[config.mk]
export PLATFORM = sky130hd
export DESIGN_NAME = fnd_sum_display
export DESIGN_NICKNAME = d
export VERILOG_FILES = /design/src/rtl/fnd_pkg.sv /design/src/rtl/fnd_decoder.sv /design/src/rtl/fnd_sum_display.sv
export SDC_FILE = /design/constraint.sdc
export NUM_CORES = 1
export LEC_CHECK = 0
export CORE_MARGIN = 5
export CORE_UTILIZATION = 25
export CTS_BUF_LIST = sky130_fd_sc_hd__clkbuf_2 sky130_fd_sc_hd__clkbuf_4 sky130_fd_sc_hd__clkbuf_8
export DETAILED_ROUTE_END_ITERATION = 10
export PLACE_DENSITY = 0.37
export SETUP_SLACK_MARGIN = 0.1
export SLEW_MARGIN = 20
export SYNTH_ARGS = -nofsm -noshare
export SYNTH_HDL_FRONTEND = slang
export SYNTH_SLANG_ARGS = --single-unit
[constraint.sdc]
create_clock -name i_clk -period 5.5 [get_ports i_clk]
set_input_delay 1.1 -clock i_clk [delete_from_list [all_inputs] [get_ports i_clk]]
set_output_delay 1.1 -clock i_clk [all_outputs]
set_load 0.005 [all_outputs]
[src/rtl/fnd_pkg.sv]
// Shared constants for the 7-segment (FND) display path.
// Segment codes are active-low, bit order {dp,g,f,e,d,c,b,a}.
package fnd_pkg;

  localparam logic [7:0] FND_0     = 8'hC0;
  localparam logic [7:0] FND_1     = 8'hF9;
  localparam logic [7:0] FND_2     = 8'hA4;
  localparam logic [7:0] FND_3     = 8'hB0;
  localparam logic [7:0] FND_4     = 8'h99;
  localparam logic [7:0] FND_5     = 8'h92;
  localparam logic [7:0] FND_6     = 8'h82;
  localparam logic [7:0] FND_7     = 8'hF8;
  localparam logic [7:0] FND_8     = 8'h80;
  localparam logic [7:0] FND_9     = 8'h90;
  localparam logic [7:0] FND_BLANK = 8'hFF;

  localparam logic [3:0] DIGIT_OFF = 4'b1111;

endpackage

[src/rtl/fnd_decoder.sv]
// Combinational BCD to active-low 7-segment decoder; blank (or a non-BCD
// digit) yields all segments off. The decimal point is never driven.
module fnd_decoder
  import fnd_pkg::*;
(
  input  logic [3:0] bcd,
  input  logic       blank,
  output logic [7:0] font
);

  always_comb begin
    font = FND_BLANK;
    if (!blank) begin
      case (bcd)
        4'd0:    font = FND_0;
        4'd1:    font = FND_1;
        4'd2:    font = FND_2;
        4'd3:    font = FND_3;
        4'd4:    font = FND_4;
        4'd5:    font = FND_5;
        4'd6:    font = FND_6;
        4'd7:    font = FND_7;
        4'd8:    font = FND_8;
        4'd9:    font = FND_9;
        default: font = FND_BLANK;
      endcase
    end
  end

endmodule

[src/rtl/fnd_sum_display.sv]
// Shows the 5-bit adder result {carry,sum} as right-aligned decimal on a
// 4-digit multiplexed common-anode FND; input is captured once per frame.
module fnd_sum_display
  import fnd_pkg::*;
#(
  parameter int unsigned SCAN_DIV = 100_000
) (
  input  logic       i_clk,
  input  logic       i_reset_n,
  input  logic [3:0] i_sum,
  input  logic       i_cout,
  output logic [3:0] o_fnd_digit,
  output logic [7:0] o_fnd_font
);

  localparam int unsigned    DivW   = $clog2(SCAN_DIV);
  localparam logic [DivW-1:0] DivMax = DivW'(SCAN_DIV - 1);

  logic [DivW-1:0] r_div;
  logic [1:0]      r_idx;
  logic [1:0]      next_idx;
  logic [4:0]      r_val;
  logic [4:0]      cur_val;
  logic            tick;
  logic            wrap;
  logic [1:0]      tens;
  logic [3:0]      ones;
  logic [3:0]      dig_bcd;
  logic            dig_blank;
  logic [7:0]      dig_font;

  assign tick     = (r_div == DivMax);
  assign wrap     = tick && (r_idx == 2'd3);
  assign next_idx = r_idx + 2'd1;
  // Digit 0 of a new frame must show the value being captured on this edge.
  assign cur_val  = wrap ? {i_cout, i_sum} : r_val;

  // Compare/subtract split; ones is computed mod 16 on the low nibble,
  // which is exact since the remainder is always below 10.
  always_comb begin
    tens = 2'd0;
    ones = cur_val[3:0];
    if (cur_val >= 5'd30) begin
      tens = 2'd3;
      ones = cur_val[3:0] - 4'd14;
    end else if (cur_val >= 5'd20) begin
      tens = 2'd2;
      ones = cur_val[3:0] - 4'd4;
    end else if (cur_val >= 5'd10) begin
      tens = 2'd1;
      ones = cur_val[3:0] - 4'd10;
    end
  end

  always_comb begin
    dig_bcd   = ones;
    dig_blank = 1'b1;
    case (next_idx)
      2'd0: begin
        dig_bcd   = ones;
        dig_blank = 1'b0;
      end
      2'd1: begin
        dig_bcd   = {2'b00, tens};
        dig_blank = (tens == 2'd0);
      end
      default: begin
        dig_bcd   = ones;
        dig_blank = 1'b1;
      end
    endcase
  end

  fnd_decoder u_decoder (
    .bcd   (dig_bcd),
    .blank (dig_blank),
    .font  (dig_font)
  );

  always_ff @(posedge i_clk or negedge i_reset_n) begin
    if (!i_reset_n) begin
      r_div       <= '0;
      r_idx       <= 2'd3;
      r_val       <= '0;
      o_fnd_digit <= DIGIT_OFF;
      o_fnd_font  <= FND_BLANK;
    end else begin
      r_div <= tick ? '0 : r_div + DivW'(1);
      if (tick) begin
        r_idx       <= next_idx;
        o_fnd_digit <= ~(4'b0001 << next_idx);
        o_fnd_font  <= dig_font;
      end
      if (wrap) begin
        r_val <= cur_val;
      end
    end
  end

endmodule

# [Yosys cells after proc, flatten, opt, wreduce, memory -nomap -nowiden]
# Memory sizes are Yosys's and may differ from the RTL's.
# Cells that the tools add are included.
[totals] ff_bits=36 romBits=112 inputBits=7 output_inout_bits=12 elab_cells=33 n_memories=1
[classes] add_sub_neg=5 n_lt_le_gt_ge=3 n_eq_ne=3 n_shift=1 muxes=11 bitwise=1 n_reduce_logical=3
[memory_table] name="(no name shown)" depth=16 word_bits=7 rd=1 rd_clocked_by_memory_dff=0 write_ports=0 line_no="fnd_decoder.sv:14" source="case (bcd)"
[op_table] operator="17-bit by 1-bit adder with 17-bit output (second input constant)" count=1
[op_table] operator="17-bit equality test (second input constant)" count=1
[op_table] operator="17-bit two-way mux" count=1
[op_table] operator="4-bit two-way mux" count=4
[op_table] operator="5-bit greater-or-equal comparator (second input constant)" count=2
[op_table] operator="8-bit two-way mux" count=1
[op_table] operator="4-bit subtractor (second input constant)" count=2
[op_table] operator="5-bit by 4-bit greater-or-equal comparator with 1-bit output (second input constant)" count=1
[op_table] operator="5-bit two-way mux" count=1
[op_table] operator="2-bit zero test" count=2
[op_table] operator="2-bit two-way mux" count=2
[op_table] operator="4-bit NOT" count=1
[op_table] operator="1-bit by 2-bit << shifter with 4-bit output (first input constant)" count=1
[op_table] operator="4-bit by 3-bit subtractor with 4-bit output (second input constant)" count=1
[op_table] operator="2-bit by 1-bit adder with 2-bit output (second input constant)" count=1
[op_table] operator="2-bit by 1-bit equality test with 1-bit output (second input constant)" count=1
[op_table] operator="2-bit equality test (second input constant)" count=1
[op_table] operator="1-bit case mux with 2 select lines" count=1
[op_table] operator="1-bit logical AND" count=1
[op_table] operator="1-bit two-way mux" count=1

# [Depth between registers and ports, before layout]
[depth] depth_word=10 ltp_mapped=18 mapped_depth_nobuf=17

# [Modules after synthesis]
# A second synthesis with hierarchy kept.
[hier_totals] hier_cells=241 area_unflattened_um2=2237.1
[modules_own_cells] mod="fnd_sum_display" instances=1 cells_per_inst=206 area_per_inst_um2=1989.4 seq_area_each_um2=918.4
[modules_own_cells] mod="fnd_decoder" instances=1 cells_per_inst=35 area_per_inst_um2=247.7 seq_area_each_um2=0.0

# [Worst setup path after synthesis]
# OpenSTA, ideal clock, no wires.
[synth_timing] path_type="reg2reg" startpoint="reg r_div[12]" endpoint="reg o_fnd_font[1]" setup_ns=0.080 t_arrival_ns=3.633 t_required_ns=5.420 setup_slack_ns=1.787 stages_incl_launch_ff=17 n_path_buf=0 cell_sequence="dfrtp_1 -> or4b_4 -> or4_4 -> o21ai_2 -> and2_1 -> inv_1 -> ha_1 -> nor2b_1 -> nand2_1 -> nand2_1 -> mux2_2 -> o41a_2 -> nand4_4 -> ha_1 -> nand2_1 -> a21oi_1 -> o22a_1"
[synth_via] elab_chain_cells=10 word_cells_on_any_way=20
[synth_lines] element="from (decl)" line_no="fnd_sum_display.sv:19" source="logic [DivW-1:0] r_div;"
[synth_lines] element="from (signal assigned)" line_no="fnd_sum_display.sv:88" source="r_div <= tick ? '0 : r_div + DivW'(1);"
[synth_lines] element="17-bit equality test (*)" line_no="fnd_sum_display.sv:32" source="assign tick = (r_div == DivMax);"
[synth_lines] element="1-bit logical AND" line_no="fnd_sum_display.sv:33" source="assign wrap = tick && (r_idx == 2'd3);"
[synth_lines] element="5-bit two-way mux" line_no="fnd_sum_display.sv:36" source="assign cur_val = wrap ? {i_cout, i_sum} : r_val;"
[synth_lines] element="4-bit subtractor / 5-bit by 4-bit greater-or-equal comparator with 1-bit output (equally long branches)" line_no="fnd_sum_display.sv:51, fnd_sum_display.sv:49"
[synth_lines] element="4-bit two-way mux / 1-bit two-way mux (equally long branches)" line_no="fnd_sum_display.sv:49" source="end else if (cur_val >= 5'd10) begin"
[synth_lines] element="4-bit two-way mux / 2-bit two-way mux (equally long branches)" line_no="fnd_sum_display.sv:46" source="end else if (cur_val >= 5'd20) begin"
[synth_lines] element="4-bit two-way mux / 2-bit two-way mux (equally long branches)" line_no="fnd_sum_display.sv:43" source="if (cur_val >= 5'd30) begin"
[synth_lines] element="4-bit two-way mux / 2-bit zero test (equally long branches)" line_no="fnd_sum_display.sv:58, fnd_sum_display.sv:65"
[synth_lines] element="memory 16 x 7 bit / 1-bit case mux with 2 select lines (equally long branches)"
[synth_lines] element="8-bit two-way mux" line_no="fnd_decoder.sv:13" source="if (!blank) begin"
[synth_lines] element="to (signal assigned)" line_no="fnd_sum_display.sv:92" source="o_fnd_font <= dig_font;"
[synth_lines] element="to (decl)" line_no="fnd_sum_display.sv:13" source="output logic [7:0] o_fnd_font"
# Every way passes the cells marked *; elsewhere a longest branch is shown, timed or not.
# A chain may end at the register's enable or synchronous reset.

# [Worst setup path in the final report]
[layout_timing] startpoint="reg r_div[0]" endpoint="reg o_fnd_font[1]"
# Same word-level chain as after synthesis.

==> flow_summary_export.csv <==
group,metric,value,unit
yosys,synth_fp_nets,258,
drt,drc,0,
yosys,syn_area,0.002354,mm2
yosys,synth_fa_ha_area_share,4.253,%
drt,postRouteAntennaNets,0,
yosys,yosysWarnings,0,
setup_path,reg2reg_from,"r_div[0]",
setup_path,crit_top_cell,"nand2_1",
setup_path,reg2reg_setup_slack,1.13,ns
grt,grt_usage,10.65,%
yosys,synth_area_per_cell,9.685,um2
yosys,synth_cell_types,65,
layout,fillers,989,
clock_network,clk_pin_slew,0.08,ns
setup_path,slowest_stage,"or4_4",
yosys,synth_compound_area_share,19.99,%
setup_path,worstRegToRegCells,17,
clock_network,cts_tree,"done",
timing,min_period_over_period,79.37,%
drt,top_layer,"met4",
timing,fin_worst_skew,0.003076,ns
setup_path,end_kind,"flip-flop",
timing,slew_violations,0,
setup_path,cp.required,5.73,ns
die,core_area,0.009196,mm2
timing,layout_min_cycle_time,4.365,ns
timing,rsz0062_at_grt,"no",
run_status,status,"finished, final reports clean",
timing,fmax,229.1,MHz
pwr,p_total,0.4931,mW
drt,vias,1814,
setup_path,crit_end,"o_fnd_font[1]",
pwr,p_per_area,183.7,mW/mm2
placed_design,dpl.hpwl,4.121,mm
setup_path,path_class,"reg2reg",
layout,syn2layout_area_growth,14.09,%
yosys,synth_cells,243,
die,die_w,107.0,um
die,die-area,0.01145,mm2
grt,grt_pass1_vias,1846,
yosys,synth_top_family_by_area,"simple AND/OR/NAND/NOR gates",
yosys,post-synth-top-area-fraction,23.39,%
yosys,ys_seq_elements,35,
hold_path,hold_path.class,"reg2reg",
yosys,synthMuxAreaShare,4.891,%
clock_network,htreeDepth,2,
timing,tightestPinTransition,0.8299,ns
yosys,seq_area_frac_synth,37.91,%
timing,postLayoutSetupSlackWorst,1.135,ns
layout,final_nets,270,
drt,wl_met2,2.525,mm
grt,grt_max_degree,36,
clock_network,cts_max_path_buffers,2,
drt,first_pass_iters,4,
yosys,yosys.area_share.simple,22.54,%
pwr,cellLeakagePower,1.065,nW
run,cap_viol_max_count,0,
clock_network,cts_setup_buffers,0,
setup_path,cp-startpoint,"r_div[0]",
setup_path,start_kind,"flip-flop",
grt,grt_pass1_wl,9.756,mm
setup_path,critPathArrivalTime,4.60,ns
placed_design,dp_slack,1.141,ns
layout,instances_no_fill,367,
setup_path,reg2reg_to,"o_fnd_font[1]",
clock_network,clock_latency,0.29,ns
clock_network,root_buffer,"clkbuf_8",
timing,setup_violations,0,
setup_path,crit_cells,17,
timing,final.setup.tns,0,ns
layout,drive_gt1_share,16.80,%
placed_design,routabilityCongestion,0.7886,
yosys,synth_common_cells,"nand2_1, dfrtp_1, nor2_1",
placed_design,io_buffer_count,17,
layout,num_antenna_cells,0,
die,rows,35,
yosys,ys_top_cells_by_area,"dfrtp_1, dfstp_2, nand2_1",
clock_network,hold_buffers,0,
die,die_height,107.0,um
yosys,synthXorXnorAreaFrac,5.582,%
setup_path,slowest_delay,0.73,ns
pwr,ir_drop,0.00008641,V
timing,maxSlewHeadroom,44.67,%
drt,viasPerCell,4.943,
yosys,async_reset_ff_share,100.0,%
clock_network,cts_buffers,5,
drt,drtIter0Drc,65,
yosys,synth_top_flop_cell,"dfrtp_1",
die,initial_core_util,25.59,%
setup_path,cp_max_fo,12,
timing,hold_viol,0,
setup_path,worstPathBufferInverterCount,0,
grt,antenna_found_initial,0,
drt,met1Wirelength,3.088,mm
yosys,yosysMostFrequentCell,"nand2_1",
clock_network,cts_resized,0,
yosys,synth_top_area_cell,"dfrtp_1",
drt,met3_length,234,um
drt,wl_per_cell,16.08,um
yosys,synth_edf_count,0,
setup_path,cp_top_family,"simple AND/OR/NAND/NOR gates",
die,pin_count,19,
placed_design,dp.cells,359,
setup_path,cp_cell_sequence,"ha_1 > nand4_1 > or4_4 > nor2_4 > nand2_1 > nand2_1 > ha_1 > nor2b_1 > nand2_1 > nand2_1 > a2111oi_0 > o21ai_0 > nand4_4 > ha_1 > nand2_1 > a21oi_1 > o22a_1",
drt,wl,5.901,mm
grt,grt_overflow,0,
clock_network,clock_sinks,35,
[flip-flops by register name, indices dropped and copies added (netlist names)]
name         cells
r_idx            2
r_val            5
o_fnd_font       7
r_div           17
o_fnd_digit      4
[cells in the final DEF, fill, tap and decap left out, drive strengths merged, types with 4 or more instances in the layout]
cell / count
clkdlybuf4s50: 16
dfstp: 13
o211ai: 5
a2111oi: 4
o22a: 4
nand3: 6
and2: 4
a21oi: 7
xnor2: 7
inv: 11
nand4: 5
clkbuf: 6
ha: 8
o21ai: 14
xor2: 8
dfrtp: 22
and3: 4
nor2b: 6
nand2: 34
nor2: 20
mux2i: 8
[through the flow]
step | util, % | hold slack, ns | instance area [um2]
6_report | 29.20 | 0.4783 | 2685
5_1_grt | 29.20 | 0.5075 | 2685
4_1_cts | 29.20 | 0.4843 | 2685
3_5_place_dp | 28.23 | 0.4723 | 2596
3_3_place_gp | 28.23 | 0.4659 | 2596
2_1_floorplan | - | 0.4479 | 2354
[logic make-up (layout without fill, tap and decap cells)]
group | after synthesis | count (layout)
buffers and inverters | 24 | 37
AO/OA/AOI/OAI | 58 | 58
adder cells (fa/ha/maj) | 8 | 8
XOR/XNOR | 15 | 15
other | 1 | 1
flip-flops | 35 | 35
multiplexers | 10 | 10
AND/OR/NAND/NOR | 92 | 92
[worst reg2reg max path, cell delays in order, from the launching register on]
cell,delay [ns]
dfrtp_1,0.40
ha_1,0.23
nand4_1,0.32
or4_4,0.73
nor2_4,0.29
nand2_1,0.12
nand2_1,0.16
ha_1,0.19
nor2b_1,0.18
nand2_1,0.15
nand2_1,0.11
a2111oi_0,0.11
o21ai_0,0.37
nand4_4,0.24
ha_1,0.37
nand2_1,0.05
a21oi_1,0.17
o22a_1,0.14
[metal layers]
metal  vias up  GRT usage (%)
met3         4          2.589
met5         -              0
met2        28          15.86
met4         0          3.014
li1        899              -
met1       883          15.22
[power breakdown]
group	switching, mW	internal (mW)	leakage [nW]
sequential	0.00214	0.258	0.407
clock	0.0998	0.0936	0.0446
combinational	0.0245	0.0148	0.614
total	0.126	0.367	1.07
[worst min-delay path by stage]
stage,depth (start not counted),slack [ns],to,startpoint
after floorplan,1,0.45,r_div[0],r_div[0]
after global placement,2,0.47,o_fnd_digit[1],o_fnd_digit[1]
after detailed placement,2,0.47,o_fnd_digit[1],o_fnd_digit[1]
after CTS,2,0.48,o_fnd_digit[1],o_fnd_digit[1]
after global routing,2,0.51,o_fnd_digit[1],o_fnd_digit[1]
final,2,0.48,o_fnd_digit[1],o_fnd_digit[1]
[layout make-up]
class                           instances  area [um2]  share of cell area (%)
Tap cell                              111       138.9                   5.172
Clock buffer                            6       76.32                   2.842
Clock inverter                          2       12.51                  0.4660
Multi-Input combinational cell        184        1351                   50.33
Timing Repair Buffer                   18       172.7                   6.431
Inverter                               11       41.29                   1.538
Sequential cell                        35       892.1                   33.22
Note: power is estimated with default switching activity, not from simulation.
